--- src/rtl/led_pkg.sv ---
// rtl/led_pkg.sv - shared mode encodings and brightness/PWM constants
package led_pkg;

  typedef enum logic [1:0] {
    MODE_OFF         = 2'd0,
    MODE_ON          = 2'd1,
    MODE_BREATH_SLOW = 2'd2,
    MODE_BREATH_FAST = 2'd3
  } mode_t;

  localparam logic [7:0] DUTY_MAX   = 8'd255;
  localparam logic [7:0] PWM_PERIOD = 8'd255;

  // Press order: OFF -> ON -> slow breath -> fast breath -> OFF.
  function automatic mode_t next_mode(input mode_t m);
    mode_t n;
    case (m)
      MODE_OFF:         n = MODE_ON;
      MODE_ON:          n = MODE_BREATH_SLOW;
      MODE_BREATH_SLOW: n = MODE_BREATH_FAST;
      default:          n = MODE_OFF;
    endcase
    return n;
  endfunction

endpackage

--- src/rtl/key_debounce.sv ---
// rtl/key_debounce.sv - push-button synchronizer, debouncer and press detector
// key_in is active-low; key_evt pulses once, one cycle after the debounced level falls.
module key_debounce #(
  parameter int DEB_CYCLES = 240000
) (
  input  logic clk,
  input  logic rst,
  input  logic key_in,
  output logic key_evt
);

  localparam int CW = (DEB_CYCLES > 1) ? $clog2(DEB_CYCLES) : 1;

  logic          sync1;
  logic          sync2;
  logic          deb;
  logic          deb_d;
  logic [CW-1:0] cnt;

  always_ff @(posedge clk or negedge rst) begin
    if (!rst) begin
      sync1   <= 1'b1;
      sync2   <= 1'b1;
      deb     <= 1'b1;
      deb_d   <= 1'b1;
      cnt     <= '0;
      key_evt <= 1'b0;
    end else begin
      sync1   <= key_in;
      sync2   <= sync1;
      deb_d   <= deb;
      key_evt <= deb_d & ~deb;
      // Any cycle agreeing with the current level restarts the stability count.
      if (sync2 != deb) begin
        if (cnt == CW'(DEB_CYCLES - 1)) begin
          deb <= sync2;
          cnt <= '0;
        end else begin
          cnt <= cnt + 1'b1;
        end
      end else begin
        cnt <= '0;
      end
    end
  end

endmodule

--- src/rtl/led_mode_ctrl.sv ---
// rtl/led_mode_ctrl.sv - press-cycled LED mode controller with breathing ramp and PWM drive
// led is active-low; breath modes ramp duty 0..255..0 as a 510-step triangle.
module led_mode_ctrl
  import led_pkg::*;
#(
  parameter int DEB_CYCLES = 240000,
  parameter int STEP_SLOW  = 47059,
  parameter int STEP_FAST  = 23529
) (
  input  logic       clk,
  input  logic       rst,
  input  logic       key,
  output logic       led,
  output logic [1:0] mode,
  output logic [7:0] duty,
  output logic       key_evt
);

  localparam int STEP_MAX = (STEP_SLOW > STEP_FAST) ? STEP_SLOW : STEP_FAST;
  localparam int SW       = (STEP_MAX > 1) ? $clog2(STEP_MAX) : 1;

  mode_t         mode_q;
  mode_t         mode_d;
  logic [7:0]    duty_q;
  logic [7:0]    duty_d;
  logic          dir_up_q;
  logic          dir_up_d;
  logic [SW-1:0] step_cnt;
  logic [SW-1:0] step_d;
  logic [SW-1:0] step_last;
  logic          is_breath;
  logic          step_tick;
  logic [7:0]    pwm_cnt;
  logic          led_q;

  key_debounce #(
    .DEB_CYCLES(DEB_CYCLES)
  ) u_key_debounce (
    .clk    (clk),
    .rst    (rst),
    .key_in (key),
    .key_evt(key_evt)
  );

  always_ff @(posedge clk or negedge rst) begin
    if (!rst) begin
      mode_q <= MODE_OFF;
    end else begin
      mode_q <= mode_d;
    end
  end

  always_comb begin
    mode_d = mode_q;
    if (key_evt) begin
      mode_d = next_mode(mode_q);
    end
  end

  always_comb begin
    is_breath = 1'b0;
    step_last = '0;
    case (mode_q)
      MODE_BREATH_SLOW: begin
        is_breath = 1'b1;
        step_last = SW'(STEP_SLOW - 1);
      end
      MODE_BREATH_FAST: begin
        is_breath = 1'b1;
        step_last = SW'(STEP_FAST - 1);
      end
      default: begin
        is_breath = 1'b0;
        step_last = '0;
      end
    endcase
    step_tick = is_breath && (step_cnt == step_last);
  end

  // A press always wins over a coincident step tick: the ramp restarts from the entry state.
  always_comb begin
    duty_d   = duty_q;
    dir_up_d = dir_up_q;
    step_d   = step_cnt;
    if (key_evt) begin
      step_d   = '0;
      dir_up_d = 1'b1;
      duty_d   = (mode_d == MODE_ON) ? DUTY_MAX : 8'd0;
    end else if (is_breath) begin
      if (step_tick) begin
        step_d = '0;
        if (dir_up_q) begin
          if (duty_q == DUTY_MAX) begin
            dir_up_d = 1'b0;
            duty_d   = DUTY_MAX - 8'd1;
          end else begin
            duty_d = duty_q + 8'd1;
          end
        end else begin
          if (duty_q == 8'd0) begin
            dir_up_d = 1'b1;
            duty_d   = 8'd1;
          end else begin
            duty_d = duty_q - 8'd1;
          end
        end
      end else begin
        step_d = step_cnt + SW'(1);
      end
    end
  end

  always_ff @(posedge clk or negedge rst) begin
    if (!rst) begin
      duty_q   <= 8'd0;
      dir_up_q <= 1'b1;
      step_cnt <= '0;
    end else begin
      duty_q   <= duty_d;
      dir_up_q <= dir_up_d;
      step_cnt <= step_d;
    end
  end

  // Period of 255 lets duty 255 hold the LED lit on every cycle.
  always_ff @(posedge clk or negedge rst) begin
    if (!rst) begin
      pwm_cnt <= 8'd0;
      led_q   <= 1'b1;
    end else begin
      pwm_cnt <= (pwm_cnt == PWM_PERIOD - 8'd1) ? 8'd0 : pwm_cnt + 8'd1;
      led_q   <= (pwm_cnt < duty_q) ? 1'b0 : 1'b1;
    end
  end

  assign led  = led_q;
  assign mode = mode_q;
  assign duty = duty_q;

endmodule

--- config.mk ---
export PLATFORM = sky130hd
export DESIGN_NAME = led_mode_ctrl
export DESIGN_NICKNAME = d
export VERILOG_FILES = /design/src/rtl/led_pkg.sv /design/src/rtl/key_debounce.sv /design/src/rtl/led_mode_ctrl.sv
export SDC_FILE = /design/constraint.sdc
export NUM_CORES = 1
export LEC_CHECK = 0
export CAP_MARGIN = 40
export CORE_MARGIN = 3
export CORE_UTILIZATION = 53
export CTS_BUF_LIST = sky130_fd_sc_hd__clkbuf_8 sky130_fd_sc_hd__clkbuf_16
export DETAILED_ROUTE_END_ITERATION = 7
export PLACE_DENSITY = 0.73
export SETUP_SLACK_MARGIN = 0.1
export SLEW_MARGIN = 0
export SYNTH_ARGS = -nofsm -noshare
export SYNTH_HDL_FRONTEND = slang
export SYNTH_SLANG_ARGS = --single-unit
--- constraint.sdc ---
create_clock -name clk -period 5.36 [get_ports clk]
set_input_delay 0.804 -clock clk [delete_from_list [all_inputs] [get_ports clk]]
set_output_delay 0.804 -clock clk [all_outputs]
set_load 0.1 [all_outputs]
==> results of run 1 <==
registers in the layout, indices dropped and copies added, names as in the netlist, 2 cells and up:
name	cells
step_cnt	16
pwm_cnt	8
mode	2
duty	8
u_key_debounce.cnt	18
metal layers:
layer / vias up / routed length, um
met1: 1283 / 3240
met4: 0 / 85
met2: 54 / 3260
met3: 10 / 223
li1: 1329 / -
met5: - / 0
through the flow:
step / worst slack, ps / hold WS, ps / cell area, um^2 / power [mW] / std cells
after floorplan: 2890 / 345 / 3410 / 0.464 / 362
after global placement: 2730 / 345 / 3570 / 0.475 / 438
after detailed placement: 2980 / 347 / 3750 / 0.475 / 450
after CTS: 2750 / 358 / 4000 / 0.980 / 466
after global routing: 2700 / 370 / 4000 / 1.00 / 466
final: 2760 / 357 / 4000 / 0.971 / 466
power by group through the flow:
stage          combinational [mW]  clock, mW  sequential, mW
5_1_grt                    0.0190      0.536           0.450
2_1_floorplan             0.00542          0           0.458
3_5_place_dp               0.0168          0           0.459
4_1_cts                    0.0168      0.513           0.450
6_report                   0.0158      0.505           0.450
3_3_place_gp               0.0163          0           0.458
cell families after synthesis:
kind of cell               after synthesis  synth area share (%)
muxes                                    3                 0.917
DFF                                     59                  43.5
and+or+nand+nor                        158                  24.7
AOI/OAI and AO/OA                       58                  11.0
adders and majority gates               17                  6.23
xor gates and xnor gates                37                  9.50
buffers and inverters                   30                  4.14
worst max-delay path by stage:
stage,from,endpoint,slack [ps],depth (start not counted)
after floorplan,mode[0],duty[7],2890,8
after global placement,u_key_debounce.key_evt,key_evt,2730,1
after detailed placement,mode[0],step_cnt[10],2980,8
after CTS,u_key_debounce.key_evt,key_evt,2750,2
after global routing,duty[4],duty[4],2700,2
final,duty[4],duty[4],2760,2
cell type report:
cell class | count | area (um^2) | area share [%]
Timing Repair Buffer | 28 | 330 | 8.26
Tap cell | 75 | 93.8 | 2.35
Multi-Input combinational cell | 273 | 1790 | 44.7
Clock inverter | 7 | 123 | 3.07
Sequential cell | 59 | 1480 | 37.1
Inverter | 15 | 56.3 | 1.41
Clock buffer | 9 | 124 | 3.10
cell usage in the layout (no fill, tap or decap), types with 8 or more instances in the layout:
master	count
nor2_1	47
a31oi_1	8
buf_8	12
inv_1	15
xnor2_1	15
ha_1	17
xor2_1	22
o21ai_0	11
dfrtp_1	53
clkdlybuf4s50_1	13
clkbuf_8	9
a21oi_1	14
nand2_1	29
nand3_1	21
nand4_1	12
==> results.cfg, run 1 <==
[route]
via_count = 2676
drc_errors = 0
routedWlPerCell_um = 14.6
wl_um = 6810
vias_per_cell = 5.74
drtPass1Iterations = 4
final_antenna_net_count = 0
drt_iter0_markers = 131

[logic_synthesis]
synth_edf_count = 0
synth_top_area_share_pct = 38.9
ys_async_sr_fraction_pct = 100
synth-main-ff-cell = dfrtp_1
syn_avg_cell_area_um2 = 9.43
synth_cells = 362
synth-seq-cells = 59
synth_top_area_cell = dfrtp_1
syn-num-nets = 382
ys_types = 54
synth_most_common_cell = dfrtp_1
netlist_top_cells_count = dfrtp_1 (53), nor2_1 (47), nand2_1 (29)
yosysSeqAreaShare_pct = 43.5
netlist_area_mm2 = 0.00341
yosysWarnings = 0
synth_area_leaders = dfrtp_1 (39%), ha_1 (6.2%), xor2_1 (5.6%), nor2_1 (5.2%), dfstp_2 (4.6%)

[pwr]
power_leakage_nw = 1.72
swShare_pct = 21.3
p_clk_share_pct = 52.0
power_density_mw_per_mm2 = 243
p_int_uw = 764
max-vdd-ir-drop_v = 0.000267
switchingPower_uw = 207
power_frac_seq_pct = 46.4
combPwrFrac_pct = 1.6

[critical_path]
crit_slowest_cell = dfrtp_1
cp_num_buf_inv = 2
cp_slowest_stage_delay_ps = 650
r2r_start = mode[0]
ff2ff_path_depth = 8
cp_max_fo = 13
arrival_ps = 1790
crit_required_ps = 4560
crit_family = buffers and inverters
r2r-end = duty[7]
crit_type = reg -> out
crit_chain = clkdlybuf4s50_1 -> buf_8
crit_path_end_kind = output pin
r2r_slack_ps = 2990
critPathLaunchType = flip-flop

[sta]
slew_headroom_pct = 50.4
fin_skew_ps = 13.8
hold_violations = 0
rsz0062_at_grt = false
worst_pin_slew_ps = 745
finalSetupViolCount = 0
timing.final.crit_share_pct = 48.5
fmax_mhz = 385
drv_slew = 0
min_period_ps = 2600
fin_setup_tns_ps = 0

[clock_tree]
clk_latency_ps = 340
cts_resized = 0
cts_buffers = 9
cts_buffer_depth = 2
htree_levels = 3
cts_setup_buffers = 0
path_clk_slew_ps = 70
numClockSinks = 59
ctsHoldBuffers = 0
cts-root-buf = clkbuf_8
tritoncts = yes

[floorplan]
rows = 28
die_area_mm2 = 0.00744
core_area_mm2 = 0.00606
start_util_pct = 56.3
die_y_um = 86.2
die_w_um = 86.2
io_pins = 15

[global_route]
overflow = 0
grt_util_met2_pct = 32.9
gr-usage-met1_pct = 27.3
grtUsageTotal_pct = 20.4
busiest_layer = met2
grt_pass1_vias = 2656
grt_pass1_wl_um = 12200
antenna_found_initial = 0
grt_max_degree = 60
use_met3_pct = 3.33

[min_path]
hold_end = u_key_debounce.sync2
hold_start = u_key_debounce.sync1
hold_class = reg -> reg
hold_path_depth = 0

[outcome]
status = complete, no violations

[final_layout]
layout-area-overhead-vs-synth_pct = 17.2
fillers = 496
fin_util_pct = 66.0
fin_nets = 406
drive_gt1_share_pct = 12.0
diodes = 0

[placement]
gp_congestion = 0.855
io_buffers = 14
place_hpwl_um = 4700

[run]
maxCapViolCount = 0
No activity file was read; power rests on OpenSTA's default activity.
==> inputs of run 2 (changes only) <==
- clock period: 5.36 -> 2.6 ns (I/O delays scaled with it)
==> results.cfg, run 2 (synthesized netlist as in run 1, its figures left out) <==
[outcome]
status = complete, no violations

[sta]
hold_violations = 0
min_period_ps = 1970
fmax_mhz = 509
finalSetupViolCount = 0
worst_pin_slew_ps = 720
fin_setup_tns_ps = 0
timing.final.crit_share_pct = 75.6
fin_skew_ps = 5.67
drv_slew = 0
slew_headroom_pct = 52.0
hold_slack_ps = 185
rsz0062_at_grt = false

[pwr]
power_density_mw_per_mm2 = 527
power_leakage_nw = 1.68
max-vdd-ir-drop_v = 0.000362

[clock_tree]
cts_buffers = 9
cts_resized = 0
numClockSinks = 59
cts_setup_buffers = 0
ctsHoldBuffers = 0
tritoncts = yes
path_clk_slew_ps = 70
cts_buffer_depth = 2
clk_latency_ps = 340
cts-root-buf = clkbuf_8
htree_levels = 3

[critical_path]
cp_max_fo = 9
arrival_ps = 2190
critPathLaunchType = flip-flop
r2r_start = duty[1]
crit_type = reg -> reg
startpoint = duty[1]
crit_required_ps = 2820
crit_path_end_kind = flip-flop
ff2ff_path_depth = 7
r2r-end = duty[2]
r2r_slack_ps = 630

[final_layout]
final_cell_mix = dfrtp_1 (53), nor2_1 (47), nand2_1 (29)
layout-area-overhead-vs-synth_pct = 11.6
regArea_mm2 = 0.00148
multiInputGateArea_mm2 = 0.00179
drive_gt1_share_pct = 12.9
fin_nets = 396
largestRegisters = u_key_debounce.cnt: 18 flops, step_cnt: 16 flops
diodes = 0
largest_register_ff_count = 18
final_cell_count_no_fill = 456
top_register = u_key_debounce.cnt
stdcell_area_mm2 = 0.00381
fillers = 504
layout_commonest_cell = dfrtp_1
fin_util_pct = 62.8

[floorplan]
io_pins = 15
die_w_um = 86.2
die_area_mm2 = 0.00744
start_util_pct = 56.3
core_area_mm2 = 0.00606
rows = 28
die_y_um = 86.2

[global_route]
grt_pass1_wl_um = 11900
grt_max_degree = 60
overflow = 0
antenna_found_initial = 0
grt_pass1_vias = 2588
grtUsageTotal_pct = 20.1

[route]
wl_um = 6680
routedWlPerCell_um = 14.7
vias_per_cell = 5.91
final_antenna_net_count = 0
drtPass1Iterations = 4
drt_iter0_markers = 99
drc_errors = 0
via_count = 2696

[placement]
gp_congestion = 0.862
io_buffers = 14
placedInstanceArea_mm2 = 0.00356
dp_cells = 440
place_hpwl_um = 4550

[min_path]
hold_class = in -> async

[run]
maxCapViolCount = 0
-- run 2: worst max path at each step --
stage	slack, ps	endpoint	depth (start not counted)
after floorplan	130	duty[7]	8
after global placement	710	duty[7]	7
after detailed placement	660	duty[2]	7
after CTS	630	duty[2]	7
after global routing	410	duty[2]	7
final	630	duty[2]	7
-- run 2: metrics by stage --
| stage | total power [mW] | setup WS (ps) |
|---|---|---|
| floorplan | 0.956 | 131 |
| global placement | 0.978 | 712 |
| detailed placement | 0.980 | 655 |
| CTS | 2.03 | 629 |
| global route | 2.09 | 411 |
| finish | 2.00 | 635 |
-- run 2: final cells by class --
| type | instances | share of cell area [%] |
|---|---|---|
| clock buffers | 10 | 3.62 |
| well taps | 75 | 2.47 |
| inverters | 15 | 1.48 |
| flip-flops and latches | 59 | 39.0 |
| clock inverters | 6 | 2.96 |
| repair buffers | 18 | 3.55 |
| multi-input cells | 273 | 46.9 |
-- run 2: worst max-delay path, stage by stage, from the launching register on --
cell and delay (ps):
dfrtp_1 470, inv_1 140, ha_1 170, nor3b_2 250, nand2_1 100, a221oi_1 280
a211oi_1 90, o32a_1 350
-- run 2: routing by layer --
metal  global-route usage (%)  vias to the layer above  wire, um
met3                     4.85                       11       310
met2                     31.3                       59      3110
met5                        0                        -         0
li1                         -                     1308         -
met1                     26.7                     1318      3140
met4                     8.78                        0       128
-- run 2: power breakdown --
| part | switching (mW) | internal, mW | total [mW] |
|---|---|---|---|
| Sequential | 0.00369 | 0.925 | 0.928 |
| Combinational | 0.0247 | 0.00726 | 0.0320 |
| Clock | 0.381 | 0.664 | 1.04 |
==> RTL change 1: new RTL, flow settings as in run 2 <==
`DEB_CYCLES` is set to 240000 in 2 places; all go to 480000.
--- a/src/rtl/key_debounce.sv
+++ b/src/rtl/key_debounce.sv
@@ -2,5 +2,5 @@
 // key_in is active-low; key_evt pulses once, one cycle after the debounced level falls.
 module key_debounce #(
-  parameter int DEB_CYCLES = 240000
+  parameter int DEB_CYCLES = 480000
 ) (
   input  logic clk,
--- a/src/rtl/led_mode_ctrl.sv
+++ b/src/rtl/led_mode_ctrl.sv
@@ -4,5 +4,5 @@
   import led_pkg::*;
 #(
-  parameter int DEB_CYCLES = 240000,
+  parameter int DEB_CYCLES = 480000,
   parameter int STEP_SLOW  = 47059,
   parameter int STEP_FAST  = 23529
Check against the original RTL: no difference found for any inputs over 10 cycles, from zero or initial values and one cycle with rst low; that may be too few to reach the edited logic, so the function may still have changed.
==> RTL change 1 against run 2 <==
- wire length grew 0.22%
- area after synthesis fell by 0.26%
- total power decreased by 4.4%
- non-clock buffer count up 4
- setup slack lost 270 ps
- design area increased by 0.95%
- via count shrank 0.85%
- sequential cell count rose by 1
==> RTL change 1: results (changes against run 2) <==
* Outcome: completed
* Reg2reg setup slack at 370 ps (-270 ps)
* Asr flop ratio synth at 100% (unchanged)
* CP max stage delay at 540 ps (+70 ps)
* Postcts setup bufs at 0 (unchanged)
* Initial antenna violation count at 0 (unchanged)
* Routed vias at 2673 (-0.85%)
* Max Fanout on Critical Path at 8 (-1)
* Most instantiated cells after synthesis: 54 x dfrtp_1, 52 x nor2_1, 28 x nand2_1, 21 x nand3_1, 20 x xor2_1
* Share of cells above drive strength 1 at 13.6% (+0.73 points)
* Hold Path Class: in2async
* # resized after CTS at 0 (unchanged)
* Fin crit share at 85.8% (+10 points)
* Crit-path slowest cell: or3_1
* Main synth FF type: dfrtp_1
* Final layout net count at 405 (+2.3%)
* Clock Path Buffers at 2 (unchanged)
* Cts bufs inserted at 9 (unchanged)
* Placer Congestion at 0.862 (about the same)
* CP delay by family, top: simple AND/OR/NAND/NOR gates
* Ant. Diodes at 0 (unchanged)
* Slew HR at 49.9% (-2.1 points)
* DP Area at 0.00362 sq mm (+1.7%)
* H-tree levels at 3 (unchanged)
* Drt pass-1 iters at 4 (unchanged)
* Drt wl/cell at 14.4 microns (-1.7%)
* Leak at 1.66 nW (-1.2%)
* Seq pwr share at 49.3% (+3.0 points)
* First-pass GRT wire length at 11700 microns (-1.7%)
* PortBufs at 14 (unchanged)
* Global router's overall resource usage at 19.8% (-0.26 points)
* Post-Place Worst Slack at 384 ps (-271 ps)
* Root buf cell: clkbuf_8
* Clock skew at 5.14 ps (-0.526 ps)
* Sequential area share after synthesis at 44.3% (+0.85 points)
* Synth Net Count at 383 (+0.26%)
* Number of global-route vias before repair at 2621 (+1.3%)
* Arr. time, crit path at 2440 ps (+250 ps)
* Top post-synthesis cells by area: dfrtp_1 40%, ha_1 6.3%, nor2_1 5.7%
* Top Registers: u_key_debounce.cnt: 19 flops, step_cnt: 16 flops
* Post-DP HPWL at 4700 microns (+3.1%)
* Initial drt markers at 135 (+36%)
* Max VDD drop at 0.000420 V (+16%)
* Reg clk slew, reported paths at 70 ps (about the same)
* Latest clock arrival within the worst-skew pair at 340 ps (about the same)
* Largest net degree at the start of global routing at 61 (+1.7%)
* Netlist cell types at 55 (+1.9%)
* Warnings, synthesis at 0 (unchanged)
* Comb pwr share at 1.7%
* Net Switching at 404 uW (-1.3%)
* Fillers at 541 (+7.3%)
## RTL change 1: path summary, 6_finish.rpt
| path | from | endpoint | cells past startpoint |
|---|---|---|---|
| min | rst | duty[6]$_DFFE_PN0P_ | 2 |
| min reg2reg | u_key_debounce.sync1$_DFF_PN1_ | u_key_debounce.sync2$_DFF_PN1_ | 0 |
| max in group asynchronous | rst | mode[0]$_DFF_PN0_ | 2 |
| min in group clk | u_key_debounce.sync1$_DFF_PN1_ | u_key_debounce.sync2$_DFF_PN1_ | 0 |
| max | mode[0]$_DFF_PN0_ | duty[4]$_DFFE_PN0P_ | 7 |
| max reg2reg | mode[0]$_DFF_PN0_ | duty[4]$_DFFE_PN0P_ | 7 |
## RTL change 1: layout make-up
cell class                 count  area (sq um)  share of cell area (%)
sequential                    60          1510                    39.4
clock inverter                 6          87.6                    2.28
inverter                      17          63.8                    1.66
clock buffer                  10           138                    3.58
multi-input combinational    275          1780                    46.4
timing repair buffer          22           165                    4.30
tap                           75          93.8                    2.44
## RTL change 1: metal layers
layer,wire [microns],global-route usage [%]
met4,114,9.35
met5,0,0
met3,305,3.17
met1,3140,27.0
met2,3140,30.8
## RTL change 1: kinds of logic after synthesis
kind of cell | Yosys count | share of synthesized area (%)
xor+xnor | 38 | 9.78
flops | 60 | 44.3
simple gates | 163 | 24.2
mux | 2 | 0.625
compound gates | 55 | 11.5
fa+ha+maj | 17 | 6.25
buf+inv | 28 | 3.31
## RTL change 1: stage by stage
step	TNS [ps]	power [mW]	hold WS [ps]	utilization, %	cells
floorplan	-43.5	0.972	94.4	-	363
finish	0	1.92	190	63.4	465
CTS	0	1.94	226	63.4	465
detailed placement	0	0.997	348	59.7	449
global placement	0	0.996	346	59.7	449
global route	0	1.98	259	63.4	465
==> RTL change 2: new RTL, flow settings as in run 2 <==
Without the edit above. Add an input register stage for `key`; this delays it by one clock.
--- a/src/rtl/led_mode_ctrl.sv
+++ b/src/rtl/led_mode_ctrl.sv
@@ -20,4 +20,10 @@
   localparam int SW       = (STEP_MAX > 1) ? $clog2(STEP_MAX) : 1;
 
+  logic key_q;
+
+  always_ff @(posedge clk) begin
+    key_q <= key;
+  end
+
   mode_t         mode_q;
   mode_t         mode_d;
@@ -39,5 +45,5 @@
     .clk    (clk),
     .rst    (rst),
-    .key_in (key),
+    .key_in (key_q),
     .key_evt(key_evt)
   );
Formal check against the unedited RTL: no difference found for any inputs over 10 cycles, from zero or initial values and one cycle with rst low; that may be too few to reach the edited logic, so the function may still have changed.
==> RTL change 2 against run 2 <==
- sequential cell count rose by 1
- total power decreased by 1.9%
- clock skew up 3.6 ps
- non-clock buffer count up 2
- synthesized cell count shrank 1.7%
- combinational power about the same
- area after synthesis grew 0.66%
- critical path depth stayed put
- worst hold slack improved by 5.8 ps
- setup slack got worse by 270 ps
- sequential power increased by 2%
- design area grew 1.2%
- wire length is 6.0% higher
- count of clock-buffer cells in the layout up 2
- critical endpoint is now duty[4]$_DFFE_PN0P_
- largest cell class unchanged
==> RTL change 2: results (changes against run 2) <==
* Outcome: completed
* Warnings, synthesis at 0 (unchanged)
* Max Fanout on Critical Path at 8 (-1)
* Reg2reg setup slack at 370 ps (-270 ps)
* Vias/cell at 6.05 (+2.3%)
* Slew HR at 51.5% (-0.46 points)
* Number of global-route vias before repair at 2725 (+5.3%)
* Post-DP HPWL at 4870 microns (+7.0%)
* Leak at 1.65 nW (-1.5%)
* Crit-path slowest cell: or4b_2
* Final layout net count at 393 (-0.76%)
* Global router's overall resource usage at 21.3% (+1.3 points)
* First-pass GRT wire length at 12700 microns (+6.4%)
* CP delay by family, top: simple AND/OR/NAND/NOR gates
* Drt total wl at 7080 microns (+6.0%)
* Top post-synthesis cells by area: dfrtp_1 39%, ha_1 6.2%, nor2_1 5.0%
* Share of cells above drive strength 1 at 15.1% (+2.2 points)
* # resized after CTS at 0 (unchanged)
* Placer Congestion at 0.967 (+12%)
* Clock skew at 9.25 ps (+3.58 ps)
* M1 GR Usage at 27.7% (+0.94 points)
* Arr. time, crit path at 2450 ps (+260 ps)
* Max VDD drop at 0.000331 V (-8.4%)
* Sequential area share after synthesis at 43.8% (+0.30 points)
* Clock Path Buffers at 2 (unchanged)
* Initial drt markers at 210 (+110%)
* Post-Place Worst Slack at 417 ps (-238 ps)
* Worst reg2reg path startpoint: duty[0]$_DFFE_PN0P_
* Initial antenna violation count at 0 (unchanged)
* Fillers at 519 (+3.0%)
* Synth Net Count at 376 (-1.6%)
* Asr flop ratio synth at 98.3% (-1.7 points)
* Netlist cell types at 59 (+9.3%)
* Critical Path Sink: duty[4]$_DFFE_PN0P_
* Most instantiated cells after synthesis: 53 x dfrtp_1, 46 x nor2_1, 27 x nand2_1, 20 x nand3_1, 19 x xor2_1
* CORE AREA at 0.00610 sq mm (+0.58%)
* CP max stage delay at 640 ps (+170 ps)
* Main synth FF type: dfrtp_1
* FMAX at 448 MHz (-12%)
* Met2 GRT Util at 34.8% (+3.6 points)
* Hold Path Class: in2async
==> RTL change 2: changes by cell type after synthesis, sizes merged, moves of 3 or more <==
cell,delta
inv,-3
o22a,+4
xor2,-3
a21oi,-4
a41oi,+3
a311o,+3
a31oi,-4
nor4b,+3
==> RTL change 2: how the worst min path moves through the flow <==
stage	to	slack (ps)	cells past startpoint
floorplan	duty[0]$_DFFE_PN0P_	90	0
global placement	u_key_debounce.sync1$_DFF_PN1_	290	0
detailed placement	u_key_debounce.sync1$_DFF_PN1_	290	0
CTS	pwm_cnt[5]$_DFF_PN0_	220	2
global route	pwm_cnt[5]$_DFF_PN0_	260	2
finish	duty[4]$_DFFE_PN0P_	190	2
==> RTL change 2: kinds of logic after synthesis <==
| kind of cell | count (synthesis) | share of synthesized area [%] |
|---|---|---|
| AND/OR/NAND/NOR | 158 | 24.5 |
| multiplexers | 5 | 2.26 |
| adder cells (fa/ha/maj) | 17 | 6.19 |
| buffers and inverters | 26 | 3.39 |
| flip-flops | 60 | 43.8 |
| XOR/XNOR | 32 | 8.16 |
| AO/OA/AOI/OAI | 58 | 11.7 |
==> RTL change 2: stage by stage <==
stage          instances  cell area [sq um]  utilization [%]  total power [mW]
6_report             453               3850             63.2              1.97
5_1_grt              453               3850             63.2              2.05
4_1_cts              453               3850             63.2              1.99
3_5_place_dp         437               3610             59.3             0.997
3_3_place_gp         437               3610             59.3             0.997
2_1_floorplan        356               3440                -             0.972
==> RTL change 2: routing by layer <==
metal / vias up / wire [microns] / share of wire (%)
met5: - / 0 / 0
met4: 0 / 117 / 1.7
met3: 12 / 339 / 4.8
met2: 70 / 3340 / 47
met1: 1342 / 3290 / 46
li1: 1316 / - / -
==> RTL change 2: worst reg2reg max path, stage by stage, from the launching register on <==
cell and delay [ps]:
dfrtp_2 460, inv_1 140, ha_1 220, or4b_2 640, o21ai_0 180, mux4_2 250
a21oi_1 60, o22a_1 190
==> RTL change 2: cell type report <==
cell class                 count  area share, %
clock buffer                  12           4.29
clock inverter                 4           1.88
inverter                      12           1.17
multi-input combinational    270           47.1
sequential                    60           39.2
tap                           75           2.44
timing repair buffer          20           3.90
==> RTL change 2: power breakdown <==
part	leakage [nW]	total, mW	internal, mW	switching [mW]
Sequential	0.785	0.946	0.941	0.00540
Clock	0.124	0.989	0.617	0.372
Combinational	0.746	0.0320	0.00705	0.0249
